$ cat src/rtl/mem_arbiter_pkg.sv
// mem_arb_pkg: shared types and constants for the mem_arbiter slice.
//   state_e     - arbiter FSM states (IDLE, ISSUE, DONE)
//   DEF_*       - default requester count and memory geometry (256x32)
//   owner_w()   - width of an owner/last index for a given requester count
package mem_arb_pkg;

  typedef enum logic [1:0] {
    IDLE  = 2'd0,
    ISSUE = 2'd1,
    DONE  = 2'd2
  } state_e;

  localparam int unsigned DEF_NUM_REQ = 4;
  localparam int unsigned DEF_ADDR_W  = 8;
  localparam int unsigned DEF_DATA_W  = 32;

  function automatic int unsigned owner_w(input int unsigned n);
    return (n < 2) ? 1 : $clog2(n);
  endfunction

endpackage

$ cat src/rtl/mem_arbiter_if.sv
// mem_arbiter_if: requester-side and memory-side bundle of mem_arbiter.
//   req/req_rw/req_addr/req_wdata  - packed per-requester level requests
//   grant/done/rd_data/busy        - owner indication and completion
//   mem_*                          - single-port sharedMemory connection
//   req_lock                       - only when MEM_ARB_LOCK_EN is defined
// Modports: slave = arbiter view, master = requesters + memory view.
interface mem_arbiter_if
  import mem_arb_pkg::*;
#(
  parameter int unsigned NUM_REQ = DEF_NUM_REQ,
  parameter int unsigned ADDR_W  = DEF_ADDR_W,
  parameter int unsigned DATA_W  = DEF_DATA_W
);
  logic [NUM_REQ-1:0]        req;
  logic [NUM_REQ-1:0]        req_rw;
  logic [NUM_REQ*ADDR_W-1:0] req_addr;
  logic [NUM_REQ*DATA_W-1:0] req_wdata;
`ifdef MEM_ARB_LOCK_EN
  logic [NUM_REQ-1:0]        req_lock;
`endif
  logic [NUM_REQ-1:0]        grant;
  logic [NUM_REQ-1:0]        done;
  logic [DATA_W-1:0]         rd_data;
  logic                      busy;
  logic [ADDR_W-1:0]         mem_address;
  logic                      mem_read_write;
  logic [DATA_W-1:0]         mem_data_in;
  logic                      mem_enabled;
  logic [DATA_W-1:0]         mem_data_out;

`ifdef MEM_ARB_LOCK_EN
  modport slave (
    input  req, req_rw, req_addr, req_wdata, req_lock, mem_data_out,
    output grant, done, rd_data, busy,
           mem_address, mem_read_write, mem_data_in, mem_enabled
  );
  modport master (
    output req, req_rw, req_addr, req_wdata, req_lock, mem_data_out,
    input  grant, done, rd_data, busy,
           mem_address, mem_read_write, mem_data_in, mem_enabled
  );
`else
  modport slave (
    input  req, req_rw, req_addr, req_wdata, mem_data_out,
    output grant, done, rd_data, busy,
           mem_address, mem_read_write, mem_data_in, mem_enabled
  );
  modport master (
    output req, req_rw, req_addr, req_wdata, mem_data_out,
    input  grant, done, rd_data, busy,
           mem_address, mem_read_write, mem_data_in, mem_enabled
  );
`endif

endinterface

$ cat src/rtl/mem_arbiter_rr_select.sv
// rr_select: combinational rotating-priority picker.
//   req    in  NUM_REQ  request vector
//   last   in  OW       index of the previous owner
//   found  out 1        at least one request is set
//   winner out OW       first set index searching last+1, last+2, ... mod NUM_REQ
module rr_select
  import mem_arb_pkg::*;
#(
  parameter  int unsigned NUM_REQ = DEF_NUM_REQ,
  localparam int unsigned OW      = owner_w(NUM_REQ)
) (
  input  logic [NUM_REQ-1:0] req,
  input  logic [OW-1:0]      last,
  output logic               found,
  output logic [OW-1:0]      winner
);

  // Scan from the lowest priority (offset NUM_REQ, i.e. last itself) up to
  // the highest (offset 1) so the closest set bit after last overwrites.
  always_comb begin
    int unsigned last_u;
    int unsigned idx;
    found  = 1'b0;
    winner = '0;
    last_u = 32'(last);
    idx    = 0;
    for (int unsigned i = NUM_REQ; i >= 1; i--) begin
      idx = (last_u + i) % NUM_REQ;
      if (req[idx]) begin
        found  = 1'b1;
        winner = OW'(idx);
      end
    end
  end

endmodule

$ cat src/rtl/mem_arbiter.sv
// mem_arbiter: round-robin arbiter/sequencer sharing one single-port
// 256x32 memory between NUM_REQ requesters, one access per grant.
//   clk    in  system clock, posedge
//   rst_n  in  synchronous active-low reset
//   bus    mem_arbiter_if.slave (requester handshake + memory lines)
// Optional: MEM_ARB_LOCK_EN adds req_lock for back-to-back owner bursts.
// Timing: req seen in IDLE at t -> mem_enabled at t+1 -> done at t+2.
module mem_arbiter
  import mem_arb_pkg::*;
#(
  parameter int unsigned NUM_REQ = DEF_NUM_REQ,
  parameter int unsigned ADDR_W  = DEF_ADDR_W,
  parameter int unsigned DATA_W  = DEF_DATA_W
) (
  input  logic         clk,
  input  logic         rst_n,
  mem_arbiter_if.slave bus
);

  localparam int unsigned OW = owner_w(NUM_REQ);

  state_e            state_q, state_d;
  logic [OW-1:0]     owner_q, owner_d;
  logic [OW-1:0]     last_q, last_d;
  logic              rw_q, rw_d;
  logic [ADDR_W-1:0] addr_q, addr_d;
  logic [DATA_W-1:0] wdata_q, wdata_d;

  logic              found;
  logic [OW-1:0]     winner;

  rr_select #(.NUM_REQ(NUM_REQ)) u_rr_select (
    .req    (bus.req),
    .last   (last_q),
    .found  (found),
    .winner (winner)
  );

  // Next-state and latch logic.
  always_comb begin
    state_d = state_q;
    owner_d = owner_q;
    last_d  = last_q;
    rw_d    = rw_q;
    addr_d  = addr_q;
    wdata_d = wdata_q;
    case (state_q)
      IDLE: begin
        if (found) begin
          owner_d = winner;
          rw_d    = bus.req_rw[winner];
          addr_d  = bus.req_addr[winner*ADDR_W +: ADDR_W];
          wdata_d = bus.req_wdata[winner*DATA_W +: DATA_W];
          state_d = ISSUE;
        end
      end
      ISSUE: begin
        state_d = DONE;
      end
      DONE: begin
        state_d = IDLE;
        last_d  = owner_q;
`ifdef MEM_ARB_LOCK_EN
        // Locked owner keeps the bus: relatch its inputs, skip IDLE and
        // leave last untouched so arbitration resumes where it was.
        if (bus.req_lock[owner_q] && bus.req[owner_q]) begin
          state_d = ISSUE;
          last_d  = last_q;
          rw_d    = bus.req_rw[owner_q];
          addr_d  = bus.req_addr[owner_q*ADDR_W +: ADDR_W];
          wdata_d = bus.req_wdata[owner_q*DATA_W +: DATA_W];
        end
`endif
      end
      default: begin
        state_d = IDLE;
      end
    endcase
  end

  // Outputs. mem_enabled is gated by rst_n so a reset during ISSUE
  // suppresses the access in that same cycle.
  always_comb begin
    bus.grant          = '0;
    bus.done           = '0;
    bus.rd_data        = '0;
    bus.busy           = (state_q != IDLE);
    bus.mem_address    = addr_q;
    bus.mem_read_write = rw_q;
    bus.mem_data_in    = wdata_q;
    bus.mem_enabled    = (state_q == ISSUE) && rst_n;
    if (state_q == ISSUE || state_q == DONE) begin
      bus.grant[owner_q] = 1'b1;
    end
    if (state_q == DONE) begin
      bus.done[owner_q] = 1'b1;
      bus.rd_data       = bus.mem_data_out;
    end
  end

  always_ff @(posedge clk) begin
    if (!rst_n) begin
      state_q <= IDLE;
      owner_q <= '0;
      last_q  <= OW'(NUM_REQ - 1);
      rw_q    <= 1'b0;
      addr_q  <= '0;
      wdata_q <= '0;
    end else begin
      state_q <= state_d;
      owner_q <= owner_d;
      last_q  <= last_d;
      rw_q    <= rw_d;
      addr_q  <= addr_d;
      wdata_q <= wdata_d;
    end
  end

endmodule
$ cat src/flat_wrapper.sv
// flat-port wrapper written by rule: the top's interface ports become plain ports
module mem_arbiter_flat import mem_arb_pkg::*;
#(
  parameter int unsigned NUM_REQ = DEF_NUM_REQ,
  parameter int unsigned ADDR_W  = DEF_ADDR_W,
  parameter int unsigned DATA_W  = DEF_DATA_W
)
  (clk, rst_n, bus_req, bus_req_rw, bus_req_addr, bus_req_wdata, bus_mem_data_out, bus_grant, bus_done, bus_rd_data, bus_busy, bus_mem_address, bus_mem_read_write, bus_mem_data_in, bus_mem_enabled);
  mem_arbiter_if #(.NUM_REQ(NUM_REQ), .ADDR_W(ADDR_W), .DATA_W(DATA_W)) bus_i ();
  input  logic clk;
  input  logic rst_n;
  input wire logic [$bits(bus_i.req)-1:0] bus_req;
  input wire logic [$bits(bus_i.req_rw)-1:0] bus_req_rw;
  input wire logic [$bits(bus_i.req_addr)-1:0] bus_req_addr;
  input wire logic [$bits(bus_i.req_wdata)-1:0] bus_req_wdata;
  input wire logic [$bits(bus_i.mem_data_out)-1:0] bus_mem_data_out;
  output wire logic [$bits(bus_i.grant)-1:0] bus_grant;
  output wire logic [$bits(bus_i.done)-1:0] bus_done;
  output wire logic [$bits(bus_i.rd_data)-1:0] bus_rd_data;
  output wire logic [$bits(bus_i.busy)-1:0] bus_busy;
  output wire logic [$bits(bus_i.mem_address)-1:0] bus_mem_address;
  output wire logic [$bits(bus_i.mem_read_write)-1:0] bus_mem_read_write;
  output wire logic [$bits(bus_i.mem_data_in)-1:0] bus_mem_data_in;
  output wire logic [$bits(bus_i.mem_enabled)-1:0] bus_mem_enabled;
  assign bus_i.req = bus_req;
  assign bus_i.req_rw = bus_req_rw;
  assign bus_i.req_addr = bus_req_addr;
  assign bus_i.req_wdata = bus_req_wdata;
  assign bus_i.mem_data_out = bus_mem_data_out;
  assign bus_grant = bus_i.grant;
  assign bus_done = bus_i.done;
  assign bus_rd_data = bus_i.rd_data;
  assign bus_busy = bus_i.busy;
  assign bus_mem_address = bus_i.mem_address;
  assign bus_mem_read_write = bus_i.mem_read_write;
  assign bus_mem_data_in = bus_i.mem_data_in;
  assign bus_mem_enabled = bus_i.mem_enabled;
  mem_arbiter #(.NUM_REQ(NUM_REQ), .ADDR_W(ADDR_W), .DATA_W(DATA_W)) u_core (.clk(clk), .rst_n(rst_n), .bus(bus_i));
endmodule
$ cat config.mk
export PLATFORM = sky130hd
export DESIGN_NAME = mem_arbiter_flat
export DESIGN_NICKNAME = d
export VERILOG_FILES = /design/src/rtl/mem_arbiter_pkg.sv /design/src/rtl/mem_arbiter_if.sv /design/src/rtl/mem_arbiter_rr_select.sv /design/src/rtl/mem_arbiter.sv /design/src/flat_wrapper.sv
export SDC_FILE = /design/constraint.sdc
export NUM_CORES = 1
export LEC_CHECK = 0
export BUFFER_PORTS_ARGS = -buffer_cell sky130_fd_sc_hd__buf_2
export CAP_MARGIN = 10
export CORE_AREA = 8 8 103 105
export DETAILED_ROUTE_END_ITERATION = 8
export DIE_AREA = 0 0 111 113
export GPL_ROUTABILITY_DRIVEN = 0
export PLACE_DENSITY = 0.73
export RECOVER_POWER = 50
export REMOVE_ABC_BUFFERS = 1
export SLEW_MARGIN = 20
export SYNTH_ARGS = -nofsm -noshare
export SYNTH_HDL_FRONTEND = slang
export SYNTH_SLANG_ARGS = --single-unit
$ cat constraint.sdc
create_clock -name clk -period 5.05 [get_ports clk]
set_input_delay 1.01 -clock clk [delete_from_list [all_inputs] [get_ports clk]]
set_output_delay 1.01 -clock clk [all_outputs]
set_load 0.1 [all_outputs]
* After elaboration in Yosys (flattened, before gate mapping)
Index checks and enable logic that the tools add are counted.
** Cells by class
- Add/subtract/negate cells :: 4
- Multiply operators :: 0
- Divide/modulo/power cells :: 0
- Magnitude comparators :: 7
- Eq/ne operators :: 3
- Shift operators :: 2
- Multiplexer cells :: 25
- Bitwise gates (word level) :: 0
- Reduce and logical (&&, ||, !) cells :: 6
** Operators by type and width (number)
- $shiftx 128x8->32 :: 1
- $mux 32 :: 1
- $shiftx 32x6->8 :: 1
- $lt 2x3->1 const B :: 6
- $bmux 1 s2 :: 5
- $mux 1 :: 10
- $mux 2 :: 5
- $mux 4 :: 2
- $add 2x1->2 const B :: 2
- $add 2x2->2 const B :: 2
- $pmux 2 s2 :: 1
- $demux 1 s2 :: 1
- $eq 2x1->1 const B :: 1
- $eq 2x2->1 const B :: 1
- $ge 2x1->1 const B :: 1
- $logic_and 1x1->1 :: 2
- $logic_not 2->1 :: 1
- $ne 2x1->1 const B :: 1
- $reduce_and 2->1 :: 1
- $reduce_bool 2->1 :: 1
- $logic_or 1x1->1 :: 1
** Storage, ports and cells
- Register bits after elaboration :: 47
- Bits in latches :: 0
- Memory bits (writable) :: 0
- ROM bits :: 0
- Output and inout bits :: 83
- Logic and storage cells :: 53
- Memories kept :: 0

* Depth between registers and ports, before layout
- Depth in word-level cells :: 9
- Mapped depth :: 9
- Mapped depth without buffers :: 7

* Hierarchy
A second synthesis with hierarchy kept.
** Unflattened totals
- Cell total of the unflattened synthesis :: 326
- Area total of the unflattened synthesis :: 3136.8 µm²
** By module, submodules not included
- mem_arbiter :: instances 1, cells an instance 312, area each 3045.4 µm², seq. area each 940.9 µm²
- rr_select :: instances 1, cells an instance 14, area each 91.3 µm², seq. area each 0.0 µm²

* Worst setup path after synthesis
Ideal clock, no wire load.
- Path kind :: register to output
- Start :: register u_core.state_q[0]
- End :: output port bus_done[0]
- Arrival time :: 3.043 ns
- Slack :: 0.997 ns
- Cell stages (with the launch flop) :: 5
- Buffers on the path :: 1
- Path through :: dfxtp_1 inv_1 ha_1 clkbuf_1 nor3b_1
** Between the ends
- Word-level cells in the longest chain between the ends :: 2
** RTL lines
- from (decl) :: line mem_arbiter.sv:22 : state_e state_q, state_d;
- from (signal assigned) :: line mem_arbiter.sv:110 : state_q <= state_d;
- $eq 2x2->1 :: line mem_arbiter.sv:95 : if (state_q == DONE) begin
- $mux 4 :: line mem_arbiter.sv:95
- to (decl) :: line flat_wrapper.sv:18 : output wire logic [$bits(bus_i.done)-1:0] bus_done;
No other way between the ends.

* Worst setup path in the final report
- Start :: input port rst_n
- End :: output port bus_mem_enabled
** Between the ends
- Word-level cells in the longest chain between the ends :: 1
** RTL lines
- from (decl) :: line flat_wrapper.sv:11 : input logic rst_n;
- $logic_and 1x1->1 :: line mem_arbiter.sv:91 : bus.mem_enabled = (state_q == ISSUE) && rst_n;
- to (decl) :: line flat_wrapper.sv:24 : output wire logic [$bits(bus_i.mem_enabled)-1:0] bus_mem_enabled;
No other way between the ends.

==> impl_results.md <==
* Final worst path period need at 3.84 ns
* RSZ-0062 raised after global routing: false
* Slowest CP cell: clkbuf_1
* Fillers at ~900
* Detailed Route WL at approximately 13 mm
* PwrDens at ~340 nW/µm²
* Placed instance count at 717
* Max-cap viol count at 1
* H-tree lvl count at 2
* Post-cts hold buffer count at 0
* Final max-slew violation count at 38
* Worst slew pin tran at 1.57 ns
* Crit path max fanout at 37
* Rel. slew slack at -4.56%
* Synth Instances at approximately 350
* Top-area cell type share of the netlist area at approximately 30%
* Register area share after synthesis at 29.5%
* # nets final at between 800 and 900
* Area growth, synth to finish at 44.4%
* Layout cell share with drive strength beyond 1 at 41.7%
* Final Setup Violations at 0
* GR Util met3 at between 5 and 6%
* Mapped cell area at 3190 µm²
* Final ANT Viol Nets at 0
* DRT iter0 DRCs at roughly 140
* Hold_ws at between 0.4 and 0.5 ns
* Register bit total from synthesis at between 40 and 50
* Number of flops mapped to enable cells by yosys at 0
* Overflow after GRT at 0
* TritonCTS sink count at 47
* Average size of a mapped cell at 9.06 µm²
* CTS buffer count at 5
* CTS Buffer Depth at 2
* Global-route wire length before repair at between 15 and 20 mm
* Die ar. at roughly 13000 µm²
* CTS tree: built
* Vias in the first global route at about 4k
* HPWL after DPL at between 10 and 15 mm
* Initial antenna violation count at 0
* Worst skew pair latency at 0.29 ns
* Top Family by Delay on Critical Path: buffers and inverters
* Cells along the critical path: clkbuf_1 > and2_1 > buf_2
* Top post-synthesis cells by count: mux2i_1, dfxtp_1, and2_1
* Non-Filler Instances at roughly 730
* Most common cell in the netlist: mux2i_1
* Worst reg2reg path startpoint: u_core.last_q[1]
* Critical path's largest stage delay at approximately 1.1 ns
* Crit Path Category: in2out
* Worst EP arrival at around 2.8 ns
* Warnings from Yosys at 0
* Tcrit/Tclk final at about three quarters
* Worst path bufs/invs at 2
* Min-delay src: u_core.bus.mem_data_in[19]
* VDD IR max at approximately 0.00021 V
* Port-buffer cells at between 200 and 300
* Failing checks: max-capacitance violations, max-slew violations
* Crit path launch: rst_n
* Worst min path class: reg2reg
* GR Util met2 at between 30 and 40%
* Final hold violation count at 0
* Clock root cell: clkbuf_8
* Pin count of the biggest net entering global routing at 39
* DRC viols at 0
* Worst Skew at ~0.0092 ns
* Distinct cells, synth at 33
* Die Wd at between 100 and 150 µm
* TNS Setup at 0 ns
* Most used flip-flop cell after synthesis: dfxtp_1
* Core area at about 9000 µm²
* Clk pin slew, worst setup/hold paths at roughly 0.08 ns
* Total global-route track usage at a little under a fifth
* Largest area contributor in the netlist: dfxtp_1
* Row count at 35
* DR WL/cell at around 17 µm
* Met1 usage at 19.9%
* P_leak at 2.39 nW
* Ant diodes at 0
* Req. time, crit path at 4.04 ns
* Synth top area cells: dfxtp_1, mux2i_1, o221ai_1, and2_1, a211oi_1
* F_max at between 0.2 and 0.3 GHz
* Status: finished, violations left
* Initial Utilization at approximately 36%
* Crit end category: output pin
* Die Height at 113 µm
* Ports at 285
* Post-CTS setup buffers at 0
* Resize count post-CTS at 0
* Startpoint types: input pin
* Total Power at between 0.0015 and 0.002 W
* DRT Pass-1 Iters at 4
* Total number of vias at ~3.7k
* Vias per cell at roughly 5.1
* Most used routing layer: met2
* Post-synth ARST share at 0%
* Setup slack, reg-to-reg at between 1.5 and 2 ns
-- per-stage QoR --
step,worst slack [ns],instance area (µm²),util (%)
6_report,1.21,4600,51.3
5_1_grt,1.06,4600,51.3
4_1_cts,1.78,4670,52.0
3_5_place_dp,1.85,4570,50.9
3_3_place_gp,1.87,4570,50.9
2_1_floorplan,0.786,2980,-
-- state kept, by name, indices dropped and copies added (netlist names) --
signal,cells
u_core.state_q,2
u_core.bus.mem_read_write,1
u_core.owner_q,2
u_core.bus.mem_data_in,32
u_core.last_q,2
u_core.bus.mem_address,8
-- cell usage in the layout (no fill, tap or decap), types with 2 or more instances in the layout --
cell      Yosys  final
nand2_1      21     21
nor2b_1       2      2
nor3b_1       2      2
dfxtp_1      47     47
and3b_1       2      2
nand3_1      22     23
inv_1        16     16
clkbuf_1     14     46
a211oi_1     28     28
a21o_1        2      2
mux2i_1      77     77
o221ai_1     32     32
ha_1          5      5
a21oi_2       3      2
o21ai_0       9     10
buf_2         5    239
nor2_1        6      6
clkbuf_8      0      7
and2_1       34     33
and3_1        2      2
-- final timing paths --
check | to | cells after the start
worst min-delay path | u_core.bus.mem_data_in[19] | 2
worst min register to register | u_core.bus.mem_data_in[19] | 2
worst max-delay path | bus_mem_enabled | 3
worst max register to register | u_core.bus.mem_data_in[31] | 6
-- cells by family after synthesis --
logic type | after synthesis | share of synthesized area [%]
AND/OR/NAND/NOR | 95 | 16.4
AO/OA/AOI/OAI | 80 | 19.7
multiplexers | 77 | 24.2
buffers and inverters | 48 | 8.32
flip-flops | 47 | 29.5
adder cells (fa/ha/maj) | 5 | 1.96
-- routing by layer --
layer,wire (µm),vias up,part of all wire [%]
met2,6260,182,50
met4,197,0,1.6
met5,0,-,0
li1,-,1824,-
met1,5170,1686,41
met3,923,24,7.4
-- area by class of cell --
cell class              instances  area, µm²  area share [%]
clock buffers                   8        100            2.17
well taps                     111        139            3.02
flip-flops and latches         47        941            20.4
multi-input cells             257       1990            43.2
inverters                      16       60.1            1.30
repair buffers                286       1380            29.9
-- power breakdown --
group / switching, W / total (W) / internal, W
registers: 0.0000347 / 0.000460 / 0.000426
clock network: 0.000120 / 0.000245 / 0.000125
logic: 0.000673 / 0.000859 / 0.000186
-- worst min-delay path, delay by kind of cell (launching register included) --
kind / cells / cell delay [ns]
compound gates: 1 / 0.05
flops: 1 / 0.33
simple gates: 1 / 0.05
No activity file was read; power rests on OpenSTA's default activity.
